--- src/rtl/sprite_table_sched.sv ---
// -----------------------------------------------------------------------------
// sprite_table_sched
//
// Double-buffered two-entry sprite table shared by two requesters (game FSM and
// animation unit). Requesters write the shadow bank through a valid/ready
// handshake, arbitrated round-robin, one write per cycle. A rising edge on
// vsync copies shadow into the active bank, which drives the ppu, so the ppu
// never sees a half-updated frame.
//
// FSM: ACCEPT (writes allowed, waiting for vsync edge)
//      -> COMMIT (active <= shadow)
//      -> NOTIFY (frame_tick pulse) -> ACCEPT
//
// Ports:
//   clock, reset        rising-edge clock, asynchronous active-high reset
//   vsync               vertical sync level from vga_controller (same domain)
//   req0_valid/ready    requester 0 handshake; req0_idx selects entry 0 or 1,
//   req0_idx/data       req0_data is the new entry value
//   req1_*              same for requester 1
//   sprites             {active[0], active[1]} to the ppu
//   frame_tick          one-cycle pulse in the cycle after each commit
//   overwrite_cnt       saturating count of writes to already-dirty entries
//
// Build option: define SPRITE_OVERWRITE_CNT_EN to enable dirty tracking and
// overwrite_cnt; otherwise overwrite_cnt is tied to 0.
// -----------------------------------------------------------------------------
module sprite_table_sched #(
   parameter int ENTRY_W = 32
) (
   input  logic                   clock,
   input  logic                   reset,
   input  logic                   vsync,
   input  logic                   req0_valid,
   output logic                   req0_ready,
   input  logic                   req0_idx,
   input  logic [ENTRY_W-1:0]     req0_data,
   input  logic                   req1_valid,
   output logic                   req1_ready,
   input  logic                   req1_idx,
   input  logic [ENTRY_W-1:0]     req1_data,
   output logic [2*ENTRY_W-1:0]   sprites,
   output logic                   frame_tick,
   output logic [7:0]             overwrite_cnt
);

   typedef enum logic [1:0] {
      ACCEPT = 2'd0,
      COMMIT = 2'd1,
      NOTIFY = 2'd2
   } state_t;

   state_t               state;
   state_t               state_next;

   logic                 vsync_d;
   logic                 vsync_rise;
   logic                 last_grant;      // 1: req1 was granted last
   logic                 grant0;
   logic                 grant1;
   logic                 wr_en;
   logic                 wr_idx;
   logic [ENTRY_W-1:0]   wr_data;

   logic [ENTRY_W-1:0]   shadow [2];
   logic [ENTRY_W-1:0]   active [2];

   assign vsync_rise = vsync & ~vsync_d;

   // ---------------------------------------------------------------------------
   // FSM: state register
   // ---------------------------------------------------------------------------
   // NOTE: sequential state uses non-blocking assignments so every register
   // samples pre-edge values regardless of process ordering.
   always_ff @(posedge clock or posedge reset) begin
      if (reset) state <= ACCEPT;
      else       state <= state_next;
   end

   // ---------------------------------------------------------------------------
   // FSM: next-state logic. Edges seen outside ACCEPT are simply dropped.
   // ---------------------------------------------------------------------------
   always_comb begin
      // NOTE: default assignment first so no path leaves state_next unassigned
      // (otherwise a latch is inferred).
      state_next = state;
      unique case (state)
         ACCEPT:  if (vsync_rise) state_next = COMMIT;
         COMMIT:  state_next = NOTIFY;
         NOTIFY:  state_next = ACCEPT;
         default: state_next = ACCEPT;
      endcase
   end

   // ---------------------------------------------------------------------------
   // FSM: outputs. Grants only exist in ACCEPT; a lone valid requester wins,
   // contention goes to whoever was not granted last.
   // ---------------------------------------------------------------------------
   always_comb begin
      grant0     = 1'b0;
      grant1     = 1'b0;
      frame_tick = (state == NOTIFY);
      if (state == ACCEPT) begin
         if (req0_valid && req1_valid) begin
            grant0 = last_grant;
            grant1 = ~last_grant;
         end else begin
            grant0 = req0_valid;
            grant1 = req1_valid;
         end
      end
      req0_ready = grant0;
      req1_ready = grant1;
   end

   // Single write port: at most one grant per cycle, so same-idx requests
   // from both sides are serialized by the arbiter.
   assign wr_en   = grant0 | grant1;
   assign wr_idx  = grant1 ? req1_idx  : req0_idx;
   assign wr_data = grant1 ? req1_data : req0_data;

   // ---------------------------------------------------------------------------
   // Datapath: vsync edge detector, arbiter pointer, shadow and active banks.
   // vsync_d resets high so a vsync already high at release is not an edge.
   // ---------------------------------------------------------------------------
   // NOTE: both banks are reset explicitly; they are only four registers and
   // an abort mid-commit must leave active at 0, not at a partial copy.
   always_ff @(posedge clock or posedge reset) begin
      if (reset) begin
         vsync_d    <= 1'b1;
         last_grant <= 1'b1;
         for (int i = 0; i < 2; i++) begin
            shadow[i] <= '0;
            active[i] <= '0;
         end
      end else begin
         vsync_d <= vsync;
         if (wr_en) begin
            shadow[wr_idx] <= wr_data;
            last_grant     <= grant1;
         end
         if (state == COMMIT) begin
            for (int i = 0; i < 2; i++) active[i] <= shadow[i];
         end
      end
   end

   assign sprites = {active[0], active[1]};

   // ---------------------------------------------------------------------------
   // Overwrite statistics
   // ---------------------------------------------------------------------------
`ifdef SPRITE_OVERWRITE_CNT_EN
   logic [1:0] dirty;
   logic       overwrite_evt;
   logic [7:0] overwrite_q;

   assign overwrite_evt = wr_en & dirty[wr_idx];

   always_ff @(posedge clock or posedge reset) begin
      if (reset) begin
         dirty       <= '0;
         overwrite_q <= '0;
      end else begin
         // Writes never happen in COMMIT, so the clear cannot race a set.
         if (state == COMMIT) dirty <= '0;
         else if (wr_en)      dirty[wr_idx] <= 1'b1;
         if (overwrite_evt && overwrite_q != 8'hFF)
            overwrite_q <= overwrite_q + 8'd1;
      end
   end

   assign overwrite_cnt = overwrite_q;
`else
   assign overwrite_cnt = 8'd0;
`endif

endmodule
--- config.mk ---
export PLATFORM = sky130hd
export DESIGN_NAME = sprite_table_sched
export DESIGN_NICKNAME = d
export VERILOG_FILES = /design/src/rtl/sprite_table_sched.sv
export SDC_FILE = /design/constraint.sdc
export NUM_CORES = 1
export LEC_CHECK = 0
export BUFFER_PORTS_ARGS = -buffer_cell sky130_fd_sc_hd__buf_2
export CAP_MARGIN = 25
export CORE_ASPECT_RATIO = 2
export CORE_MARGIN = 8
export CORE_UTILIZATION = 30
export CTS_BUF_LIST = sky130_fd_sc_hd__clkbuf_4 sky130_fd_sc_hd__clkbuf_8
export CTS_CLUSTER_SIZE = 20
export DETAILED_ROUTE_END_ITERATION = 16
export SLEW_MARGIN = 20
export SYNTH_ARGS = -nofsm -noshare
export SYNTH_HDL_FRONTEND = slang
export SYNTH_SLANG_ARGS = --single-unit
--- constraint.sdc ---
create_clock -name clock -period 3.8 [get_ports clock]
set_input_delay 0.38 -clock clock [delete_from_list [all_inputs] [get_ports clock]]
set_output_delay 0.38 -clock clock [all_outputs]
set_load 0.03 [all_outputs]
* Yosys cells after proc, flatten, opt, wreduce, memory -nomap -nowiden
Index checks and enable logic that the tools add are counted.
** Word-level totals
- Register bits after elaboration :: 132
- Word-level logic and storage cells :: 31
- Input port bits :: 71
- Output and inout bits :: 75
** Operators by class
- Reduce and logical (&&, ||, !) cells :: 3
- Bitwise operators :: 5
- Magnitude comparators :: 2
- Muxes and demuxes :: 11
- Equality and inequality tests :: 3
** Operators by type and width (count)
- 64-bit bitwise mux :: 1
- 32-bit 2-to-1 mux :: 2
- 32-bit demux with 1-bit select :: 1
- 1-bit 2-to-1 mux :: 5
- 2-bit one-hot mux with 2 select lines :: 1
- 2-bit by 1-bit == test with 1-bit output (second input constant) :: 1
- 2-bit == test (second input constant) :: 1
- 2-bit >= comparator (second input constant) :: 1
- 1-bit logical AND :: 2
- 2-bit zero test :: 1
- 2-bit by 1-bit less-than comparator with 1-bit output (second input constant) :: 1
- 2-bit 2-to-1 mux :: 1
- 2-bit inequality test (second input constant) :: 1
- 1-bit NOT :: 2
- 1-bit NOT with 2-bit output :: 1
- 1-bit bitwise AND :: 1
- 1-bit bitwise OR :: 1

* Depth between registers and ports, before layout
- Word-level depth :: 10
- Gate-level depth with buffers :: 6

* Worst setup path before layout
Ideal clock, no wire load.
- Kind :: register to output
- From :: reg state[1]
- To :: out req1_ready
- Required time :: 3.420 ns
- Slack :: 1.663 ns
- Data arrival time :: 1.757 ns
- Path buffers :: 3
- Stages on the path, launching flop included :: 6
- Cell sequence :: dfrtp_1 > or3b_1 > clkbuf_1 > clkbuf_1 > clkbuf_1 > a21oi_1
** Between the ends
- Cells in the longest elaborated chain, start to end :: 2
** RTL lines
- start, declared :: RTL line 52 : state_t state;
- start signal, assigned :: RTL line 76 : else state <= state_next;
- 2-bit zero test :: RTL line 102 : if (state == ACCEPT) begin
- 1-bit 2-to-1 mux :: RTL line 102
- end, declared :: RTL line 38 : output logic req1_ready,
No other way between the ends.

* Worst setup path after layout
- From :: reg state[0]
- To :: reg shadow[25] (netlist bit)
** Between the ends
- Cells in the longest elaborated chain, start to end :: 9
** RTL lines
- 2-bit zero test * :: RTL line 102
- 1-bit 2-to-1 mux :: RTL line 102
- 1-bit 2-to-1 mux :: RTL line 118 : assign wr_idx = grant1 ? req1_idx : req0_idx;
- 1-bit NOT with 2-bit output (implied by the code) :: RTL line 138 : shadow[wr_idx] <= wr_data;
- 2-bit >= comparator (implied by the code) or 2-bit by 1-bit less-than comparator with 1-bit output (tied branches) :: RTL line 138
- 1-bit logical AND (implied by the code) :: RTL line 138
- 32-bit 2-to-1 mux (implied by the code) :: RTL line 138
- 32-bit demux with 1-bit select :: RTL line 138
- 64-bit bitwise mux :: RTL line 138
- end signal, assigned by index :: RTL line 138
- end, declared :: RTL line 64 : logic [ENTRY_W-1:0] shadow [2];
Mark *: on every way between the ends. The rest lies on a longest branch, timed or not.
A chain may end at the register's enable or synchronous reset.

==> results_dict.tcl <==
set metrics [dict create \
    outcome "completed" \
    worstPathRequired_ns 4.12 \
    clock_insertion_delay_at_the_later_pin_of_the_skew_report_ns 0.45 \
    pwr-share-seq_pct 42.7 \
    final.fill_count 2046 \
    route.final.wire_length_um 18900 \
    cp_data_arrival_time_ns 3.03 \
    post_cts_buffers 0 \
    ys.flop_type "sky130_fd_sc_hd__dfrtp_1" \
    final.period_utilization_pct 71.1 \
    synth-edff-count 0 \
    dpl.cell_count 948 \
    finalWeightedCongestion 0.770 \
    global_route_wire_length_before_repair_um 29200 \
    tritoncts.num_buffers 17 \
    final_hold_viol_count 0 \
    synthMostInstantiatedCell "sky130_fd_sc_hd__dfrtp_1" \
    drv_cap 0 \
    floorplan.die_area_mm2 0.0245 \
    crit_path_start_kind "flop" \
    setup_tns_ns 0 \
    yosys_reg_bits 132 \
    critPathCaptureType "flop" \
    power_dens_cells_mw_per_mm2 658 \
    grt_max_degree 90 \
    critPathMaxStageDelay_ns 0.84 \
    dieHeight_um 214 \
    netlist_area_mm2 0.00586 \
    bufs_and_invs_on_worst_path 1 \
    synth.largest_area_cell "sky130_fd_sc_hd__dfrtp_1" \
    cts_repair_resize_count 0 \
    worst_slew_margin_rel_pct 45.5 \
    global_route_usage_over_all_layers_pct 15.6 \
    route.antenna.remaining_nets 0 \
    cts_tree "built" \
    detail_route.vias_per_cell 5.03 \
    num-nets-final 781 \
    root_buffer "sky130_fd_sc_hd__clkbuf_8" \
    core_region_area_mm2 0.0193 \
    synth_warnings 0 \
    drc 0 \
    timing.hold.worst.class "input pin to flop" \
    setup.worst_path.class "flop to flop" \
    fmaxAchievable_mhz 370 \
    portBuffers 137 \
    vdd_ir_drop_max_v 0.000235 \
    synth_commonest_cells "sky130_fd_sc_hd__dfrtp_1 (130), sky130_fd_sc_hd__inv_1 (67), sky130_fd_sc_hd__nand2_1 (65), sky130_fd_sc_hd__o21ai_0 (65)" \
    first_pass_iters 5 \
    tightest_slew_ns 0.818 \
    yosys-top-cells-area "sky130_fd_sc_hd__dfrtp_1 (55%), sky130_fd_sc_hd__a311oi_1 (9.6%), sky130_fd_sc_hd__nor4_1 (6.8%), sky130_fd_sc_hd__o21ai_0 (5.5%), sky130_fd_sc_hd__nor3_1 (5.5%)" \
    internal-power_mw 2.82 \
    cts.sink_count 132 \
    synth.top_cell.area_share_pct 55.5 \
    power.share.clock_pct 25.3 \
    yosysUniqueCellTypes 24 \
    floorplan.initialDensity_pct 30.4 \
    num_rows 72 \
    die_width_um 115 \
    first_global_vias 5187 \
    cts.clk_slew.worst_paths_ns 0.08 \
    swShare_pct 39.6 \
    post_drt_wl_per_cell_um 19.1 \
    htree_num_levels 4 \
    critPathMaxFanout 67 \
    finish.cell_count_without_fillers 985 \
    antenna_found_initial 6 \
    timing.critical_path.max_delay_family "simple AND/OR/NAND/NOR gates" \
    synthCells 610 \
    area.growth.synth_to_final_pct 20.8 \
    place_hpwl_um 12600 \
    synth.yosys.seq_area_share_pct 56.4 \
    share_of_final_layout_standard_cells_stronger_than_drive_strength_1_pct 26.3 \
    ios 146 \
    drt_first_iter_violations 318 \
    fin_skew_ns 0.0130 \
    synth_area_per_cell_um2 9.61 \
    setup_violations 0 \
    p_sw_mw 1.84 \
    ctsLongestPathBuffers 2 \
    slew_violations 0 \
    postSynth.asyncResetShare_pct 100 \
    globalRouteOverflowTotal 0 \
    fin_crit_ns 2.70 \
    path_cells "or3b_2, buf_4, or3_2, a311oi_1" \
    critPathSlowestCell "sky130_fd_sc_hd__or3_2" \
    vias 4954 \
    leakagePower_nw 3.31 \
    rsz_0062_raised_after_global_routing "no" \
    pwr-share-comb_pct 32.1 \
]
-- worst register-to-register path: stages (launching register included) --
cell,delay [ns]
sky130_fd_sc_hd__dfrtp_1,0.44
sky130_fd_sc_hd__or3b_2,0.47
sky130_fd_sc_hd__buf_4,0.34
sky130_fd_sc_hd__or3_2,0.88
sky130_fd_sc_hd__a311oi_1,0.46
-- cell usage in the layout (no fill, tap or decap), types with 3 or more instances in the layout --
cell	synthesis	routed
sky130_fd_sc_hd__buf_2	2	137
sky130_fd_sc_hd__dfrtp_1	130	130
sky130_fd_sc_hd__inv_1	67	66
sky130_fd_sc_hd__nand2_1	65	65
sky130_fd_sc_hd__o21ai_0	65	65
sky130_fd_sc_hd__nor4_1	64	64
sky130_fd_sc_hd__nor3_1	64	64
sky130_fd_sc_hd__a311oi_1	64	64
sky130_fd_sc_hd__clkbuf_8	0	17
sky130_fd_sc_hd__conb_1	1	8
sky130_fd_sc_hd__buf_4	8	7
sky130_fd_sc_hd__clkinvlp_4	0	4
sky130_fd_sc_hd__clkinv_2	0	4
sky130_fd_sc_hd__diode_2	0	3
sky130_fd_sc_hd__inv_6	0	3
sky130_fd_sc_hd__clkinv_4	0	3
sky130_fd_sc_hd__buf_12	0	3
-- routing by layer --
layer / wire, µm / vias up / part of all wire [%] / GRT usage (%)
met4: 669 / 8 / 3.5 / 7.62
met3: 1180 / 36 / 6.2 / 4.71
met1: 7050 / 2386 / 37 / 17.2
met2: 9920 / 153 / 53 / 26.7
met5: 46 / - / 0.24 / 0
li1: - / 2371 / - / -
-- kinds of logic (layout without fill, tap and decap cells) --
family	Yosys count	in the layout	synth area share, %
simple gates	204	204	17.7
buf+inv	141	247	10.3
compound gates	132	132	15.5
flops	132	132	56.4
other cells	1	11	0.0640
-- through the flow --
stage	hold WS (ns)	utilization (%)	cell area [µm²]	power (mW)	worst slack, ns
6_report	0.0480	36.7	7080	4.66	1.10
5_1_grt	0.0206	36.7	7080	4.93	1.02
4_1_cts	0.0122	36.5	7050	4.73	1.10
3_5_place_dp	0.465	34.5	6660	3.53	1.08
3_3_place_gp	0.456	34.4	6640	3.50	1.19
2_1_floorplan	0.384	-	5890	3.01	1.66
-- registers in the layout, indices dropped and copies added (netlist names) --
register,flops
last_grant,1
sprites,64
vsync_d,1
state,2
shadow,64
-- cell type report --
cell class | count | area (µm²) | share of cell area (%)
inverter | 67 | 255 | 3.60
antenna | 3 | 7.51 | 0.106
multi-input combinational | 344 | 1990 | 28.1
tap | 259 | 324 | 4.58
timing repair buffer | 148 | 808 | 11.4
clock inverter | 15 | 155 | 2.19
clock buffer | 17 | 234 | 3.30
sequential | 132 | 3310 | 46.7
-- power by group through the flow --
| stage | combinational (mW) | sequential, mW | clock [mW] |
|---|---|---|---|
| 6_report | 1.49 | 1.99 | 1.18 |
| 5_1_grt | 1.63 | 2.04 | 1.26 |
| 4_1_cts | 1.52 | 1.99 | 1.22 |
| 3_5_place_dp | 1.51 | 2.02 | 0 |
| 3_3_place_gp | 1.49 | 2.01 | 0 |
| 2_1_floorplan | 0.579 | 2.43 | 0 |
-- worst paths after layout --
path,cells after the start,to,slack (ns),start
min in group asynchronous,3,sprites[27]$_DFFE_PP0N_,0.44,reset
min,1,vsync_d$_DFF_PP1_,0.05,vsync
max reg2reg,4,shadow[25]$_DFFE_PP0P_,1.10,state[0]$_DFFE_PP0P_
max,4,shadow[25]$_DFFE_PP0P_,1.10,state[0]$_DFFE_PP0P_
min reg2reg,2,sprites[7]$_DFFE_PP0N_,0.47,sprites[7]$_DFFE_PP0N_
max in group asynchronous,4,vsync_d$_DFF_PP1_,2.56,reset
-- what timing repair did --
item	in CTS	in global routing
hold buffers	0	1
endpoints found under the hold margin	0	9
endpoints found under the setup margin	0	0
(Power assumes the default switching activity.)
